## config.mk

```make
export PLATFORM = sky130hd
export DESIGN_NAME = cv32e40px_instr_obi_arbiter
export DESIGN_NICKNAME = d
export VERILOG_FILES = /design/src/rtl/cv32e40px_instr_obi_arbiter.sv
export SDC_FILE = /design/constraint.sdc
export NUM_CORES = 1
export LEC_CHECK = 0
export BUFFER_PORTS_ARGS = -buffer_cell sky130_fd_sc_hd__buf_2
export CAP_MARGIN = 15
export CORE_AREA = 4 4 79 81
export DETAILED_ROUTE_END_ITERATION = 8
export DIE_AREA = 0 0 83 85
export GPL_TIMING_DRIVEN = 1
export HOLD_SLACK_MARGIN = 0.12
export PLACE_DENSITY = 0.73
export REMOVE_ABC_BUFFERS = 1
export SYNTH_ARGS = -nofsm -noshare
export SYNTH_HDL_FRONTEND = slang
export SYNTH_SLANG_ARGS = --single-unit
```

## constraint.sdc

```tcl
create_clock -name clk -period 2.8 [get_ports clk]
set_input_delay 0.14 -clock clk [delete_from_list [all_inputs] [get_ports clk]]
set_output_delay 0.14 -clock clk [all_outputs]
set_load 0.005 [all_outputs]
```

## src/rtl/cv32e40px_instr_obi_arbiter.sv

```systemverilog
// cv32e40px_instr_obi_arbiter
// Shares the instruction OBI port between two fetchers, routing in-order responses back.
module cv32e40px_instr_obi_arbiter #(
    parameter int unsigned DEPTH      = 2,
    parameter bit          FIXED_PRIO = 1'b0
) (
    input  logic        clk,
    input  logic        rst,
    input  logic        m0_req_i,
    input  logic [31:0] m0_addr_i,
    output logic        m0_gnt_o,
    output logic        m0_rvalid_o,
    output logic [31:0] m0_rdata_o,
    output logic        m0_err_o,
    input  logic        m1_req_i,
    input  logic [31:0] m1_addr_i,
    output logic        m1_gnt_o,
    output logic        m1_rvalid_o,
    output logic [31:0] m1_rdata_o,
    output logic        m1_err_o,
    output logic        mem_req_o,
    output logic [31:0] mem_addr_o,
    input  logic        mem_gnt_i,
    input  logic        mem_rvalid_i,
    input  logic [31:0] mem_rdata_i,
    input  logic        mem_err_i,
    output logic        busy_o
);

    localparam int unsigned CW = $clog2(DEPTH + 1);

    logic [DEPTH-1:0] owner_q;
    logic [DEPTH-1:0] owner_d;
    logic [CW-1:0]    count_q;
    logic [CW-1:0]    widx;
    logic             lock_q;
    logic             lock_owner_q;
    logic             last_q;
    logic             sel;
    logic             sel_req;
    logic             full;
    logic             push;
    logic             pop;
    logic             head;

    // Pick the master that owns the address phase this cycle
    always_comb begin
        sel = 1'b0;
        if (lock_q) begin
            sel = lock_owner_q;
        end else if (m0_req_i && m1_req_i) begin
            sel = FIXED_PRIO ? 1'b0 : !last_q;
        end else if (m1_req_i) begin
            sel = 1'b1;
        end
    end

    assign sel_req    = sel ? m1_req_i : m0_req_i;
    assign full       = (count_q == CW'(DEPTH));
    assign mem_req_o  = !rst && sel_req && !full;
    assign mem_addr_o = rst ? '0 : (sel ? m1_addr_i : m0_addr_i);
    assign push       = mem_req_o && mem_gnt_i;
    assign pop        = !rst && mem_rvalid_i && (count_q != '0);
    assign head       = owner_q[0];

    assign m0_gnt_o    = push && !sel;
    assign m1_gnt_o    = push && sel;
    assign m0_rvalid_o = pop && !head;
    assign m1_rvalid_o = pop && head;
    assign m0_err_o    = m0_rvalid_o && mem_err_i;
    assign m1_err_o    = m1_rvalid_o && mem_err_i;
    assign m0_rdata_o  = rst ? '0 : mem_rdata_i;
    assign m1_rdata_o  = rst ? '0 : mem_rdata_i;
    assign busy_o      = !rst && (count_q != '0);

    // Owner FIFO next state: shift out the head on pop, write the new owner at the tail
    always_comb begin
        owner_d = pop ? (owner_q >> 1) : owner_q;
        widx    = pop ? (count_q - CW'(1)) : count_q;
        for (int unsigned i = 0; i < DEPTH; i++) begin
            if (push && (widx == CW'(i))) begin
                owner_d[i] = sel;
            end
        end
    end

    // Owner FIFO storage and occupancy
    always_ff @(posedge clk) begin
        if (rst) begin
            owner_q <= '0;
            count_q <= '0;
        end else begin
            owner_q <= owner_d;
            if (push && !pop) begin
                count_q <= count_q + CW'(1);
            end else if (pop && !push) begin
                count_q <= count_q - CW'(1);
            end
        end
    end

    // Hold the chosen master across wait states; rotate priority only on grant
    always_ff @(posedge clk) begin
        if (rst) begin
            lock_q       <= 1'b0;
            lock_owner_q <= 1'b0;
            last_q       <= 1'b1;
        end else begin
            lock_q <= mem_req_o && !mem_gnt_i;
            if (mem_req_o && !mem_gnt_i) begin
                lock_owner_q <= sel;
            end
            if (push) begin
                last_q <= sel;
            end
        end
    end

`ifdef CV32E40P_ASSERT_ON
    property p_addr_stable;
        @(posedge clk) disable iff (rst)
        (mem_req_o && !mem_gnt_i) |=> (!mem_req_o || $stable(mem_addr_o));
    endproperty

    a_addr_stable: assert property (p_addr_stable);

    a_count_max: assert property (
        @(posedge clk) disable iff (rst) count_q <= CW'(DEPTH));

    a_no_stray_rvalid: assert property (
        @(posedge clk) disable iff (rst) !(mem_rvalid_i && (count_q == '0)));
`endif

endmodule
```

==> out/metrics.cfg <==
[clock_network]
cts_resized=0
clock_path_buffers=2
clkTransAtPathRegs_ps=40
numClockSinks=7
cts-root-buf=clkbuf_8
htreeDepth=1
tritoncts=done
insertion_delay_ps=230
numCtsBuffers=3

[detailed_routing]
first_iter_violations=106
drt-total-wl_um=6650
via_per_inst=4.44
wl_per_cell_um=14.1
dr.pass1.iters=4
vias=2090
drc=0
ant_nets=0

[synth]
syn_area_um2=1410
syn_avg_cell_area_um2=6.03
yosysUniqueCellTypes=30
synth_largest_area_cell=nand2_1
synthTopCellsByArea=nand2_1 17%, buf_4 17%, nor2b_1 14%
synth_seq_cells=7
ys.flop_type=dfxtp_1
async_flop_share=0
synth_top_area_frac=0.174
seq_area_frac_synth=0.0997
ys.warnings.count=0
syn_inst=233
synth_edf_count=0

[final_layout]
final_util=0.422
drive_gt1_frac=0.551
diodes=0
final_cell_mix=206 x buf_2, 65 x nand2_1, 32 x nor2b_1, 32 x a21oi_1
layout.nets=505
final_common_cell=buf_2
syn2layout_area_growth_pct=64.2

[floorplan]
dieArea_um2=7060
ioPinCount=207
num_rows=27
die_w_um=83
fp.dieH_um=85
initial_utilization=0.257
core_area_um2=5470

[worst_hold_path]
hold_class=in -> reg
whs_path_depth=4

[run_status]
outcome=finished clean

[sta]
max_slew_margin=0.531
worst_slack_ps=542
hold_viol_final=0
fin_crit_ps=2260
rsz0062_at_grt=false
maxSlewViolCount=0
min_period_over_period=0.807
finalSetupTns_ps=0
max_freq_ghz=0.443
tightest_slew_ps=704
setup_viol=0
clock_skew_ps=1.46

[worst_setup_path]
required_ps=2660
startpoint_type=register
arrival_ps=2120
crit_type=reg -> out
reg2reg_depth=6
crit_path_end_kind=output pin
crit_fanout=9

[global_routing]
gr-total-overflow=0
grt_pass1_vias=2040
grt_pass1_wl_um=10100
antenna_found_initial=0
grt_max_degree=44
grt_usage=0.171

[placement]
io_buffers=206
dp_hpwl_um=5640
gp_congestion=0.860
dp_slack_ps=692

[pwr]
ir_worst_vdd_mv=0.137
power_density_nw_per_um2=300
p_leak_uw=0.00141

[job]
maxCapViolCount=0

[state kept, by name (all words and copies together) (netlist names)]
signal        cells
count_q           2
lock_q            1
owner_q           2
lock_owner_q      1
last_q            1
[cell type report]
type,count,area [um2]
repair buffers,210,1060
inverters,3,11.3
well taps,72,90.1
clock buffers,4,45.0
multi-input cells,175,957
fillers,607,3170
flip-flops and latches,7,140
[path summary, 6_finish.rpt]
| path | start | endpoint | slack (ps) |
|---|---|---|---|
| max | count_q[0]$_SDFFE_PP0P_ | m0_gnt_o | 540 |
| min | mem_rvalid_i | owner_q[1]$_SDFFE_PP0P_ | 300 |
| max reg2reg | count_q[0]$_SDFFE_PP0P_ | owner_q[1]$_SDFFE_PP0P_ | 710 |
| min reg2reg | count_q[0]$_SDFFE_PP0P_ | count_q[0]$_SDFFE_PP0P_ | 500 |
[power breakdown]
| part | leakage [uW] | switching (uW) | internal (uW) |
|---|---|---|---|
| registers | 0.0000573 | 15.9 | 114 |
| clock network | 0.0000228 | 43.7 | 98.5 |
| logic | 0.00133 | 216 | 203 |
[logic make-up after synthesis]
family / after synthesis / share of synthesized area
AND/OR/NAND/NOR: 123 / 0.424
buffers and inverters: 51 / 0.222
AO/OA/AOI/OAI: 43 / 0.188
flip-flops: 7 / 0.0997
multiplexers: 6 / 0.0427
adder cells (fa/ha/maj): 2 / 0.0178
XOR/XNOR: 1 / 0.00623
[cells in the mapped netlist, types with 2 or more instances]
cell type,number
nand2_1,65
nand2b_1,3
buf_4,32
clkbuf_1,16
ha_1,2
a211oi_1,2
and2_1,4
nor2b_1,32
nor3_1,2
dfxtp_1,7
and3_1,3
o21ai_0,2
a21oi_1,32
mux2i_1,6
inv_1,3
or2_2,2
nor2_1,7
[layer usage]
metal	part of all wire	GRT usage
met3	0.10	0.0495
met4	0.020	0.0609
met5	0	0
met2	0.50	0.308
met1	0.38	0.192
[metrics by stage]
stage	cells	cell area [um2]	hold slack, ps	power (uW)
floorplan	185	1100	209	329
global placement	466	2250	345	545
detailed placement	466	2250	342	552
CTS	471	2310	291	702
global route	471	2310	355	758
finish	471	2310	297	692
[worst max-delay path: stages (launching register included)]
cell and delay [ps]:
dfxtp_1 370, inv_1 100, ha_1 200, or2_2 320
a2111oi_4 550, and2_1 230, buf_2 110
[what timing repair did]
item / 4_1_cts / 5_1_grt
hold endpoints to repair: 1 / 0
buffers inserted: 0 / 0
hold buffers: 1 / 0
Power figures use the tool's default switching activity.
